<file path="config.mk">
export PLATFORM = sky130hd
export DESIGN_NAME = conv_sequencer_flat
export DESIGN_NICKNAME = d
export VERILOG_FILES = /design/src/rtl/conv_pkg.sv /design/src/rtl/conv_sequencer_if.sv /design/src/rtl/conv_tap_addr_gen.sv /design/src/rtl/conv_sequencer.sv /design/src/flat_wrapper.sv
export SDC_FILE = /design/constraint.sdc
export NUM_CORES = 1
export LEC_CHECK = 0
export CORE_MARGIN = 8
export CORE_UTILIZATION = 33
export CTS_BUF_LIST = sky130_fd_sc_hd__clkbuf_8
export CTS_CLUSTER_DIAMETER = 60
export CTS_CLUSTER_SIZE = 40
export DETAILED_ROUTE_END_ITERATION = 8
export PLACE_DENSITY = 0.55
export SYNTH_ARGS = -nofsm -noshare
export SYNTH_HDL_FRONTEND = slang
export SYNTH_SLANG_ARGS = --single-unit
</file>
<file path="constraint.sdc">
create_clock -name clk -period 2.9 [get_ports clk]
set_clock_uncertainty 0.1 [all_clocks]
set_input_delay 0.58 -clock clk [delete_from_list [all_inputs] [get_ports clk]]
set_output_delay 0.58 -clock clk [all_outputs]
set_load 0.1 [all_outputs]
</file>
<file path="src/rtl/conv_pkg.sv">
// conv_sequencer shared types: FSM state encoding, default geometry,
// derived sizes and a width helper.
package conv_pkg;

  typedef enum logic [2:0] {
    IDLE = 3'd0,
    LOAD = 3'd1,
    RUN  = 3'd2,
    EMIT = 3'd3,
    DONE = 3'd4
  } conv_state_e;

  localparam int CONV_IMG_W  = 8;
  localparam int CONV_IMG_H  = 8;
  localparam int CONV_KSIZE  = 3;
  localparam int CONV_N_FILT = 2;
  localparam int CONV_PAD    = 0;

  localparam int CONV_OUT_W =
    CONV_IMG_W - CONV_KSIZE + 1 + 2 * CONV_PAD;
  localparam int CONV_OUT_H =
    CONV_IMG_H - CONV_KSIZE + 1 + 2 * CONV_PAD;
  localparam int CONV_N_TAPS = CONV_KSIZE * CONV_KSIZE;
  localparam int CONV_N_POS  = CONV_OUT_W * CONV_OUT_H;

  localparam int CONV_ADDR_W = 6;
  localparam int CONV_WIDX_W = 5;
  localparam int CONV_POS_W  = 6;

  function automatic int cw(input int n);
    return (n > 1) ? $clog2(n) : 1;
  endfunction

endpackage

</file>
<file path="src/rtl/conv_sequencer_if.sv">
// conv_sequencer datapath bus: buffer strobes, tap controls and
// the result valid/ready handshake.
interface conv_sequencer_if;
  import conv_pkg::*;

  logic                   wr_en;
  logic [CONV_ADDR_W-1:0] wr_addr;
  logic [CONV_ADDR_W-1:0] rd_addr;
  logic                   pad;
  logic [CONV_WIDX_W-1:0] w_idx;
  logic                   acc_first;
  logic                   acc_en;
  logic                   filt_sel;
  logic                   out_valid;
  logic                   out_ready;
  logic [CONV_POS_W-1:0]  pos_idx;

  modport master (
    output wr_en, wr_addr, rd_addr, pad,
    output w_idx, acc_first, acc_en,
    output filt_sel, out_valid, pos_idx,
    input  out_ready
  );

  modport slave (
    input  wr_en, wr_addr, rd_addr, pad,
    input  w_idx, acc_first, acc_en,
    input  filt_sel, out_valid, pos_idx,
    output out_ready
  );

endinterface

</file>
<file path="src/rtl/conv_tap_addr_gen.sv">
// Kernel tap -> image buffer address with zero-pad detection.
// Coordinates carry a guard bit so border taps go negative.
module conv_tap_addr_gen #(
  parameter int IMG_W = 8,
  parameter int IMG_H = 8,
  parameter int PAD   = 0,
  parameter int CW    = 6,
  parameter int AW    = 6
) (
  input  logic [CW-1:0] i_ox,
  input  logic [CW-1:0] i_oy,
  input  logic [CW-1:0] i_kx,
  input  logic [CW-1:0] i_ky,
  output logic [AW-1:0] o_rd_addr,
  output logic          o_pad
);

  localparam int MW = AW + CW;
  localparam logic [CW-1:0] P = CW'(PAD);
  localparam logic [CW-1:0] W = CW'(IMG_W);
  localparam logic [CW-1:0] H = CW'(IMG_H);

  logic signed [CW-1:0] w_x;
  logic signed [CW-1:0] w_y;
  logic [MW-1:0]        w_lin;

  assign w_x = $signed(i_ox + i_kx - P);
  assign w_y = $signed(i_oy + i_ky - P);

  assign o_pad = w_x[CW-1] | w_y[CW-1]
               | (w_x >= $signed(W))
               | (w_y >= $signed(H));

  assign w_lin = MW'(w_y) * MW'(IMG_W) + MW'(w_x);
  assign o_rd_addr = o_pad ? '0 : AW'(w_lin);

endmodule

</file>
<file path="src/rtl/conv_sequencer.sv">
// conv2d control FSM: pixel load, then one kernel tap per cycle.
// CONV_SEQ_PERF_EN adds the perf_cycles frame counter.
module conv_sequencer
  import conv_pkg::*;
#(
  parameter int IMG_W  = CONV_IMG_W,
  parameter int IMG_H  = CONV_IMG_H,
  parameter int KSIZE  = CONV_KSIZE,
  parameter int N_FILT = CONV_N_FILT,
  parameter int PAD    = CONV_PAD
) (
  input  logic clk,
  input  logic rst_n,
  input  logic ena,
  input  logic start,
  input  logic pix_valid,
  conv_sequencer_if.master bus,
`ifdef CONV_SEQ_PERF_EN
  output logic [15:0] perf_cycles,
`endif
  output logic busy,
  output logic done
);

  localparam int OUT_W  = IMG_W - KSIZE + 1 + 2 * PAD;
  localparam int OUT_H  = IMG_H - KSIZE + 1 + 2 * PAD;
  localparam int N_TAPS = KSIZE * KSIZE;
  localparam int N_POS  = OUT_W * OUT_H;
  localparam int N_PIX  = IMG_W * IMG_H;
  localparam int KW = cw(KSIZE);
  localparam int FW = cw(N_FILT);
  localparam int XW = cw(OUT_W);
  localparam int YW = cw(OUT_H);
  localparam int CW = cw(IMG_W + IMG_H + KSIZE + 2 * PAD) + 1;

  localparam logic [2:0] S_IDLE = IDLE;
  localparam logic [2:0] S_LOAD = LOAD;
  localparam logic [2:0] S_RUN  = RUN;
  localparam logic [2:0] S_EMIT = EMIT;
  localparam logic [2:0] S_DONE = DONE;

  logic [2:0]             r_state;
  logic [CONV_ADDR_W-1:0] r_wr_addr;
  logic [KW-1:0]          r_kx;
  logic [KW-1:0]          r_ky;
  logic [FW-1:0]          r_filt;
  logic [XW-1:0]          r_ox;
  logic [YW-1:0]          r_oy;
  logic [CONV_POS_W-1:0]  r_pos;

  logic w_idle, w_load, w_run, w_emit, w_done;
  logic w_last_kx, w_last_ky, w_last_f;
  logic w_last_ox, w_last_pos, w_last_pix;
  logic w_pad;
  logic [CONV_ADDR_W-1:0] w_rd_addr;

  assign w_idle = (r_state == S_IDLE);
  assign w_load = (r_state == S_LOAD);
  assign w_run  = (r_state == S_RUN);
  assign w_emit = (r_state == S_EMIT);
  assign w_done = (r_state == S_DONE);

  assign w_last_kx  = (r_kx == KW'(KSIZE - 1));
  assign w_last_ky  = (r_ky == KW'(KSIZE - 1));
  assign w_last_f   = (r_filt == FW'(N_FILT - 1));
  assign w_last_ox  = (r_ox == XW'(OUT_W - 1));
  assign w_last_pos = (r_pos == CONV_POS_W'(N_POS - 1));
  assign w_last_pix = (r_wr_addr == CONV_ADDR_W'(N_PIX - 1));

  always_ff @(posedge clk or negedge rst_n) begin
    if (!rst_n) begin
      r_state   <= S_IDLE;
      r_wr_addr <= '0;
      r_kx      <= '0;
      r_ky      <= '0;
      r_filt    <= '0;
      r_ox      <= '0;
      r_oy      <= '0;
      r_pos     <= '0;
    end else if (ena) begin
      unique case (1'b1)
        w_idle: if (start) begin
          r_state   <= S_LOAD;
          r_wr_addr <= '0;
        end
        w_load: if (pix_valid) begin
          if (w_last_pix) begin
            r_wr_addr <= '0;
            r_state   <= S_RUN;
          end else begin
            r_wr_addr <= r_wr_addr + 1'b1;
          end
        end
        // kx fastest, then ky, then filter
        w_run: begin
          r_kx <= w_last_kx ? '0 : r_kx + 1'b1;
          if (w_last_kx) begin
            r_ky <= w_last_ky ? '0 : r_ky + 1'b1;
            if (w_last_ky) begin
              r_filt <= w_last_f ? '0 : r_filt + 1'b1;
              if (w_last_f) r_state <= S_EMIT;
            end
          end
        end
        w_emit: if (bus.out_ready) begin
          if (w_last_pos) begin
            r_pos   <= '0;
            r_ox    <= '0;
            r_oy    <= '0;
            r_state <= S_DONE;
          end else begin
            r_pos   <= r_pos + 1'b1;
            r_state <= S_RUN;
            if (w_last_ox) begin
              r_ox <= '0;
              r_oy <= r_oy + 1'b1;
            end else begin
              r_ox <= r_ox + 1'b1;
            end
          end
        end
        w_done: r_state <= S_IDLE;
        default: r_state <= S_IDLE;
      endcase
    end
  end

  conv_tap_addr_gen #(
    .IMG_W (IMG_W),
    .IMG_H (IMG_H),
    .PAD   (PAD),
    .CW    (CW),
    .AW    (CONV_ADDR_W)
  ) u_addr (
    .i_ox      (CW'(r_ox)),
    .i_oy      (CW'(r_oy)),
    .i_kx      (CW'(r_kx)),
    .i_ky      (CW'(r_ky)),
    .o_rd_addr (w_rd_addr),
    .o_pad     (w_pad)
  );

  assign bus.wr_en     = pix_valid & w_load & ena;
  assign bus.wr_addr   = r_wr_addr;
  assign bus.rd_addr   = (w_run & ~w_pad) ? w_rd_addr : '0;
  assign bus.pad       = w_run & w_pad;
  assign bus.w_idx     = CONV_WIDX_W'(r_filt * N_TAPS
                       + r_ky * KSIZE + r_kx);
  assign bus.acc_first = w_run & (r_kx == '0) & (r_ky == '0);
  assign bus.acc_en    = w_run & ena;
  assign bus.filt_sel  = r_filt[0];
  assign bus.out_valid = w_emit;
  assign bus.pos_idx   = r_pos;
  assign busy          = ~w_idle;
  assign done          = w_done;

`ifdef CONV_SEQ_PERF_EN
  logic [15:0] r_perf;

  always_ff @(posedge clk or negedge rst_n) begin
    if (!rst_n) begin
      r_perf <= '0;
    end else if (ena) begin
      if (w_idle & start) begin
        r_perf <= '0;
      end else if ((w_load | w_run | w_emit) &&
                   r_perf != 16'hFFFF) begin
        r_perf <= r_perf + 16'd1;
      end
    end
  end

  assign perf_cycles = r_perf;
`endif

endmodule

</file>
<file path="src/flat_wrapper.sv">
// flat-port wrapper written by rule: the top's interface ports become plain ports
module conv_sequencer_flat import conv_pkg::*;
#(
  parameter int IMG_W  = CONV_IMG_W,
  parameter int IMG_H  = CONV_IMG_H,
  parameter int KSIZE  = CONV_KSIZE,
  parameter int N_FILT = CONV_N_FILT,
  parameter int PAD    = CONV_PAD
)
  (clk, rst_n, ena, start, pix_valid, busy, done, bus_wr_en, bus_wr_addr, bus_rd_addr, bus_pad, bus_w_idx, bus_acc_first, bus_acc_en, bus_filt_sel, bus_out_valid, bus_pos_idx, bus_out_ready);
  conv_sequencer_if bus_i ();
  input  logic clk;
  input  logic rst_n;
  input  logic ena;
  input  logic start;
  input  logic pix_valid;
  output logic busy;
  output logic done;
  output wire logic [$bits(bus_i.wr_en)-1:0] bus_wr_en;
  output wire logic [$bits(bus_i.wr_addr)-1:0] bus_wr_addr;
  output wire logic [$bits(bus_i.rd_addr)-1:0] bus_rd_addr;
  output wire logic [$bits(bus_i.pad)-1:0] bus_pad;
  output wire logic [$bits(bus_i.w_idx)-1:0] bus_w_idx;
  output wire logic [$bits(bus_i.acc_first)-1:0] bus_acc_first;
  output wire logic [$bits(bus_i.acc_en)-1:0] bus_acc_en;
  output wire logic [$bits(bus_i.filt_sel)-1:0] bus_filt_sel;
  output wire logic [$bits(bus_i.out_valid)-1:0] bus_out_valid;
  output wire logic [$bits(bus_i.pos_idx)-1:0] bus_pos_idx;
  input wire logic [$bits(bus_i.out_ready)-1:0] bus_out_ready;
  assign bus_wr_en = bus_i.wr_en;
  assign bus_wr_addr = bus_i.wr_addr;
  assign bus_rd_addr = bus_i.rd_addr;
  assign bus_pad = bus_i.pad;
  assign bus_w_idx = bus_i.w_idx;
  assign bus_acc_first = bus_i.acc_first;
  assign bus_acc_en = bus_i.acc_en;
  assign bus_filt_sel = bus_i.filt_sel;
  assign bus_out_valid = bus_i.out_valid;
  assign bus_pos_idx = bus_i.pos_idx;
  assign bus_i.out_ready = bus_out_ready;
  conv_sequencer #(.IMG_W(IMG_W), .IMG_H(IMG_H), .KSIZE(KSIZE), .N_FILT(N_FILT), .PAD(PAD)) u_core (.clk(clk), .rst_n(rst_n), .ena(ena), .start(start), .pix_valid(pix_valid), .bus(bus_i), .busy(busy), .done(done));
endmodule
</file>
## After elaboration in Yosys (flattened, before gate mapping)

Cells that the tools add are included.

| word-level totals | value |
|---|---|
| output and inout port bits | 31 |
| flip-flop bits (word level) | 26 |
| word-level logic and storage cells | 87 |
| input bits | 6 |

| operators by class | value |
|---|---|
| add/sub/neg operators | 12 |
| eq/ne operators | 16 |
| bitwise logic cells | 12 |
| multiplexer cells | 23 |
| reductions and logical operators | 12 |
| multiply operators | 2 |
| $lt $le $gt $ge | 2 |

Operators by type and width:

| cell | count |
|---|---|
| two-way mux 3 bit | 12 |
| two-way mux 6 bit | 6 |
| adder 6 x 1 -> 6 bit (second input constant) | 2 |
| equality test 6 bit (second input constant) | 2 |
| one-hot mux 3 bit (4 select lines) | 1 |
| one-hot mux 6 bit (2 select lines) | 1 |
| AND reduction 4 bit | 3 |
| != test 2 bit (second input constant) | 5 |
| adder 3 x 2 -> 4 bit | 2 |
| AND reduction 8 bit | 1 |
| bitwise AND 1 bit | 7 |
| adder 3 x 1 -> 3 bit (second input constant) | 2 |
| adder 6 bit | 1 |
| equality test 3 x 2 -> 1 bit (second input constant) | 2 |
| equality test 3 bit (second input constant) | 2 |
| >= comparator 6 x 5 -> 1 bit (second input constant) | 1 |
| AND reduction 3 bit | 2 |
| adder 5 x 2 -> 5 bit | 1 |
| adder 5 x 4 -> 5 bit | 1 |
| multiplier 1 x 4 -> 5 bit (second input constant) | 1 |
| adder 2 x 1 -> 2 bit (second input constant) | 2 |
| equality test 2 bit (second input constant) | 2 |
| >= comparator 4 bit (second input constant) | 1 |
| logical NOT 2 bit | 2 |
| other kinds (12) | 17 |

## Depth between registers and ports, before layout

| logic depth | value |
|---|---|
| depth in word-level cells | 7 |
| mapped depth | 8 |
| depth with buffers taken out | 8 |

## Hierarchy

Synthesis repeated with hierarchy kept, for this count alone.

| unflattened totals | value |
|---|---|
| cell total of the unflattened synthesis | 237 |
| area total of the unflattened synthesis | 2209.6 um^2 |

Modules (own cells, without submodules):

| module | cells an instance | area an instance (um^2) | seq. area each (um^2) | times used |
|---|---|---|---|---|
| conv_sequencer | 171 | 1690.4 | 650.6 | 1 |
| conv_tap_addr_gen | 66 | 519.2 | 0.0 | 1 |

## Worst setup path before layout

No wires, ideal clock.

| timing | value |
|---|---|
| path kind | reg2out |
| from | register u_core.r_filt, in the netlist u_core.bus.filt_sel |
| to | output bus_w_idx[3] |
| arrival time | 3.717 ns |
| path buffers | 0 |
| cell stages (with the launch flop) | 6 |
| data required time | 2.220 ns |
| setup slack | -1.497 ns |
| cell sequence | dfrtp_1 > ha_1 > fa_1 > ha_1 > fa_1 > xor2_1 |

| on the way | value |
|---|---|
| longest elaborated chain between the ends | 3 |

Ends and longest elaborated chain:

| what | RTL line | text |
|---|---|---|
| start, declared | conv_sequencer.sv:46 | `logic [FW-1:0] r_filt;` |
| start signal, assigned | conv_sequencer.sv:100 | `r_filt <= w_last_f ? '0 : r_filt + 1'b1;` |
| multiplier 1 x 4 -> 5 bit | conv_sequencer.sv:147 | `assign bus.w_idx = CONV_WIDX_W'(r_filt * N_TAPS` |
| adder 5 x 4 -> 5 bit | conv_sequencer.sv:148 | `+ r_ky * KSIZE + r_kx);` |
| adder 5 x 2 -> 5 bit | conv_sequencer.sv:148 |  |
| end, declared | flat_wrapper.sv:23 | `output wire logic [$bits(bus_i.w_idx)-1:0] bus_w_idx;` |

No other way between the ends.

## Worst setup path in the final report

| timing | value |
|---|---|
| from | register u_core.r_ky[0] |
| to | output bus_w_idx[3] |

| on the way | value |
|---|---|
| longest elaborated chain between the ends | 3 |

Ends and longest elaborated chain:

| what | RTL line | text |
|---|---|---|
| start, declared | conv_sequencer.sv:45 | `logic [KW-1:0] r_ky;` |
| start signal, assigned | conv_sequencer.sv:98 | `r_ky <= w_last_ky ? '0 : r_ky + 1'b1;` |
| multiplier 2 x 2 -> 4 bit | conv_sequencer.sv:148 |  |
| adder 5 x 4 -> 5 bit | conv_sequencer.sv:148 |  |
| adder 5 x 2 -> 5 bit | conv_sequencer.sv:148 |  |

No other way between the ends.

==> impl_summary.txt <==
----------------------------------------------------
[Synthesis]
  Share of the synthesized area in compound gates (AO/OA/AOI/OAI) ... 13.0%
  Yosys cell types ... 49
  Simple-gate area share of the yosys netlist ... 19.3%
  Mux cell area share after synthesis ... 6.55%
  Cells after Synth ... 172
  Warnings, synthesis ... 0
  Synth top area share ... 35.8%
  Cell type with the largest total area after synthesis ... dfrtp_1
  Adder-cell share of the synthesized area ... 17.5%
  Cell types occupying the most area after synthesis ... dfrtp_1 36%, ha_1 13%, fa_1 4.4%
  Number of synthesized register bits ... 26
  Cell area after synthesis ... 1820 um2
  Share of synthesized area occupied by flip-flops and latches ... 35.8%
  Average size of a mapped cell ... 10.6 um2
  Dominant combinational cell family by area after synthesis ... simple AND/OR/NAND/NOR gates
  Post-synthesis xor/xnor area fraction ... 3.38%
  Total nets after synthesis ... 201

[Worst setup path]
  Critical path's top delay family ... adder cells
  First element of the critical path ... u_core.r_ky[0]$_DFFE_PN0P_
  Worst path required time ... 2.22 ns
  Startpoint of the worst-slack reg-to-reg timing path ... u_core.r_state[0]$_DFFE_PN0P_
  Arrival time worst endpoint ... 2.36 ns
  Crit path capture type ... output port
  Cell with the largest stage delay on the worst path ... fa_2
  Kind of launch point of the worst setup path ... register
  Category of the most critical setup path ... register to output port
  Slowest cell delay on critical path ... 0.47 ns
  Crit-path max FO ... 5
  Cell chain of the critical path ... buf_6 > ha_4 > fa_2 > ha_4 > fa_2 > xor2_4 > buf_12
  Buffering stage count on the worst path with inverters included ... 2

[Clock network]
  Clock edge transition at the registers on the reported setup and hold paths ... 0.09 ns
  Maximum clock path buffer count ... 2
  Total CTS buffers ... 3
  Sinks on the clock net ... 26
  Depth of the CTS H-tree ... 1
  Library cell used as clock root buffer ... clkbuf_8
  TritonCTS clock tree ... built
  Hold-fix buffers, CTS ... 0
  Clock latency on the worst-skew pair ... 0.27 ns

[Floorplan]
  Effective utilization at floorplan ... 33.6%
  Placeable core region ... 5410 um2
  IO Count ... 37
  Die Span Y ... 90.2 um
  DIE WIDTH ... 90.2 um
  Total Die Area ... 8130 um2
  Placement row count ... 27

[Final layout]
  Area growth, synth to finish ... 40.5%
  Commonest non-fill, non-tap cells in the layout ... 29 x buf_4, 23 x dfrtp_1, 14 x ha_1
  Leading cell type in the layout, fill and taps excluded ... buf_4
  Nets ... 248
  Antenna cell count ... 0
  Area taken by flip-flops and latches ... 657 um2
  Area taken by multi-input logic gates ... 1180 um2
  Filler Cells Inserted ... 521
  Proportion of layout cells with a drive suffix above 1 ... 39.4%

[STA]
  Post-route worst setup slack ... -0.142 ns
  Post-layout minimum cycle time ... 3.04 ns
  Final number of max-transition violations ... 0
  RSZ-0062 raised after global routing ... true
  Total negative slack ... -0.433 ns
  Worst-margin pin slew ... 0.778 ns
  Headroom to the max-slew limit ... 48.0%
  Endpoints failing hold ... 0
  Fmax ... 329 MHz
  Final worst path period share ... 105%
  Number of setup violations in the final report ... 4

[Placed design]
  Gpl congestion ... 0.777
  HPWL Detailed ... 3300 um
  PortBufs ... 36

[Min path]
  Startpoint of the most critical hold path ... u_core.bus.pos_idx[5]$_DFFE_PN0P_
  Kind of path behind the tightest hold check ... register to register

[Global route]
  Total routing usage reported by global routing ... 10.7%
  Initial antenna violation count ... 0
  Largest net degree at the start of global routing ... 16
  Global-route wire length before repair ... 7130 um
  Via count of the first global-routing pass ... 1461
  Leftover overflow at the end of global routing ... 0

[Drt]
  Total wire length after detailed routing ... 4220 um
  Wirelength per Cell ... 14.6 um
  Initial detailed-routing violation count ... 69
  Total vias in the final route ... 1439
  Residual DRC count ... 0
  Vias per cell ... 4.96
  Detail Route Antenna Nets ... 0
  Iteration count of the initial detailed-routing pass ... 4

[Job]
  Maximum capacitance violations ... 0

[Run status]
  Run status ... finished with violations
  Violated checks ... setup timing

----------------------------------------------------
-- cell usage after synthesis (all sizes together) --
cell,number
a2bb2oi,1
or3b,1
or3,1
a31o,2
nor3b,2
mux2,9
and3b,2
nand3b,1
nor4,2
o31ai,2
buf,5
a21oi,3
nor3,2
nor2,11
inv,10
xnor2,4
nand4b,2
nor2b,3
or4,2
a32oi,1
a31oi,2
a22oi,1
clkbuf,1
a22o,5
nor4b,1
nand2,7
o31a,1
and3,7
nand3,7
nand4,3
ha,19
nand2b,1
mux2i,1
fa,4
dfrtp,26
a21o,5
o21ai,10
and2,2
xor2,3
-- cell families after synthesis --
group,Yosys count
AND/OR/NAND/NOR,57
buffers and inverters,16
adder cells (fa/ha/maj),23
multiplexers,10
flip-flops,26
XOR/XNOR,7
AO/OA/AOI/OAI,33
-- layout make-up --
class,count,share of cell area [%]
flip-flops and latches,26,25.8
clock inverters,1,0.147
multi-input cells,130,46.3
well taps,72,3.53
clock buffers,3,1.62
inverters,10,1.47
repair buffers,48,21.1
-- flip-flops by register name, summed over array words and instances (netlist names) --
name                 count
u_core.bus.filt_sel      1
u_core.bus.pos_idx       6
u_core.bus.wr_addr       6
u_core.r_kx              2
u_core.r_ky              2
u_core.r_ox              3
u_core.r_oy              3
u_core.r_state           3
-- final timing paths --
check,to,slack (ns),cells after the start
setup reg to reg,u_core.bus.wr_addr[3]$_DFFE_PN0P_,0.85,4
hold / removal,u_core.bus.pos_idx[5]$_DFFE_PN0P_,0.45,1
min in group asynchronous,u_core.bus.filt_sel$_DFFE_PN0P_,0.66,1
max in group asynchronous,u_core.bus.pos_idx[5]$_DFFE_PN0P_,1.42,2
hold reg to reg,u_core.bus.pos_idx[5]$_DFFE_PN0P_,0.45,1
setup / recovery,bus_w_idx[3],-0.14,7
-- stage by stage --
stage	area (um2)	utilization [%]	hold slack, ns	setup WS, ns	instances
floorplan	1870	-	0.184	-0.359	172
global placement	2410	44.6	0.434	0.0688	281
detailed placement	2410	44.6	0.431	0.0174	281
CTS	2510	46.5	0.452	-0.160	288
global route	2550	47.2	0.487	-0.199	290
finish	2550	47.2	0.449	-0.142	290
-- layer usage --
metal  share of wire, %  vias up  routed length, um  global-route usage (%)
met3                3.3        4                139                    2.58
met5                  0        -                  0                       0
met4                1.2        0                 51                    3.33
met1                 49      698               2060                    13.9
met2                 47       23               1980                    16.9
li1                   -      714                  -                       -
-- repair_timing --
item | 4_1_cts | 5_1_grt
hold endpoints to repair | 0 | 0
buffers inserted | 3 | 2
endpoints found under the setup margin | 4 | 7
gates cloned | 0 | 0
pin swaps | 6 | 7
gates resized for setup | 6 | 7
Power is left out: the tool's default activity adds up to more than one toggle a clock period on the data nets, which glitch-free logic cannot reach.
==> RTL edit (config.mk and constraints unchanged) <==
Set the package constant `CONV_WIDX_W` to 3 (it was 5).
--- a/src/rtl/conv_pkg.sv
+++ b/src/rtl/conv_pkg.sv
@@ -24,7 +24,7 @@
   localparam int CONV_N_POS  = CONV_OUT_W * CONV_OUT_H;
 
   localparam int CONV_ADDR_W = 6;
-  localparam int CONV_WIDX_W = 5;
+  localparam int CONV_WIDX_W = 3;
   localparam int CONV_POS_W  = 6;
 
   function automatic int cw(input int n);
Ports: changed (resized bus_w_idx); port bits go from 37 to 35. No check against the original RTL was run, so the function may have changed too.
==> RTL edit against the unedited design <==
- worst hold slack worse by 0.036 ns
- the flow still finishes with violations (setup timing)
- non-clock buffer count is 1 lower
- routed wire length is 2.3% lower
- synthesized area is 3.1% lower
- cell area is 1.5% lower
- count of clock-buffer cells in the layout stayed put
- worst setup slack better by 0.095 ns
- sequential cell count stayed put
Power is not shown: default switching activity piles up to over one toggle a cycle in this logic, so the estimate is an artifact.
==> RTL edit: results (changes against the unedited design) <==
status -> finished with violations
failing checks -> setup timing
TritonCTS Buffers -> 3 (unchanged)
met2 Resource Use GR -> 18.5% (+1.5 points)
layout cells sized above 1 -> 35.9% (-3.5 points)
dpl hpwl -> 3.18 mm (-3.6%)
r2r startpoint -> u_core.r_ky[0]
worst path arrival time -> 2.27 ns (-0.09 ns)
hold_sp -> u_core.bus.filt_sel
syn nets -> 197 (-2.0%)
area share of fa/ha/maj cells after synthesis -> 14.8% (-2.7 points)
largest net degree at the start of global routing -> 27 (+11)
XOR/XNOR Fraction of Synth Area -> 3.98% (+0.61 points)
critical path's largest stage delay -> 0.52 ns (+0.05 ns)
first-pass GRT wire length -> 7.03 mm (-1.4%)
post-synthesis sequential area ratio -> 37.0% (+1.1 points)
Total Routing Usage GR -> 10.9% (+0.27 points)
worst flop-to-flop path endpoint -> u_core.r_state[0]
1st-iter DRT viols -> 55 (-20%)
Critical-path top delay cell -> fa_1
top fanout value on the critical path -> 3 (-2)
Compound-Gate Fraction of Synth Area -> 12.2% (-0.79 points)
final worst setup slack -> -0.0471 ns (+0.0954 ns)
drt total wl -> 4.13 mm (-2.3%)
filler cell count in the final layout -> 509 (-2.3%)
met1 usage -> 13.3% (-0.55 points)
synth top area cells -> dfrtp_1, ha_1, o21ai_0, fa_1, nand2_1
Post-synth top cells -> dfrtp_1, ha_1, o21ai_0, nand2_1
WHS Endpoint -> u_core.bus.filt_sel
r2r worst-path depth -> 7 (+3)
GRT met3 Usage -> 2.85% (+0.27 points)
Final Net Count -> 246 (-0.81%)
port bufs -> 34 (-5.6%)
Final Wtd Congestion -> 0.778 (about the same)
Distinct cells, synth -> 43 (-12%)
pre-CTS WS -> 0.0745 ns (+0.0571 ns)
# setup viols final -> 1 (-3)
Via density -> 4.97 (about the same)
Clock Tree Buf Depth -> 2 (unchanged)
Setup TNS -> -0.0471 ns (+0.386 ns)
flop2flop setup slack -> 0.78 ns (-0.07 ns)
pin slew with the least headroom to its limit -> 0.681 ns (-0.0964 ns)
proportion of synthesized area in mux cells -> 5.76% (-0.79 points)
RTL edit: worst max-delay path by stage:
stage	from	to	slack, ns	cells after the start
4_1_cts	u_core.r_ky[0]	bus_w_idx[2]	-0.04	7
6_report	u_core.r_ky[0]	bus_w_idx[2]	-0.05	7
2_1_floorplan	u_core.bus.filt_sel	bus_w_idx[2]	-0.13	5
3_5_place_dp	u_core.r_ky[0]	bus_w_idx[2]	0.07	7
5_1_grt	u_core.r_ky[0]	bus_w_idx[2]	-0.13	7
3_3_place_gp	u_core.r_ky[0]	bus_w_idx[2]	0.14	7
RTL edit: what timing repair did:
action / in CTS / in global routing
pin swaps: 4 / 6
endpoints found under the setup margin: 2 / 2
buffers inserted: 4 / 3
resized for setup: 10 / 4
RTL edit: cell type report:
type | count | area share (%)
clock buffer | 3 | 1.64
clock inverter | 1 | 1.20
inverter | 12 | 1.79
multi-input combinational | 131 | 45.2
sequential | 26 | 26.0
tap | 70 | 3.49
timing repair buffer | 47 | 20.7
RTL edit: through the flow:
step,instance area [um^2],hold WS (ns),std cells
final,2510,0.413,290
after global routing,2510,0.444,290
after CTS,2460,0.417,287
after detailed placement,2320,0.401,279
after global placement,2320,0.398,279
after floorplan,1800,0.184,172
RTL edit: worst reg2reg max path, delay by kind of cell, from the launching register on:
family	cells	cell delay [ns]
and+or+nand+nor	2	0.47
AOI/OAI and AO/OA	1	0.20
DFF	1	0.41
adders and majority gates	1	0.29
buffers and inverters	2	0.21
muxes	1	0.35
RTL edit: layer usage:
metal	wire (um)	vias to the layer above	share of wire, %
met5	0	-	0
li1	-	710	-
met4	9	0	0.22
met3	230	2	5.6
met1	1870	696	45
met2	2010	32	49
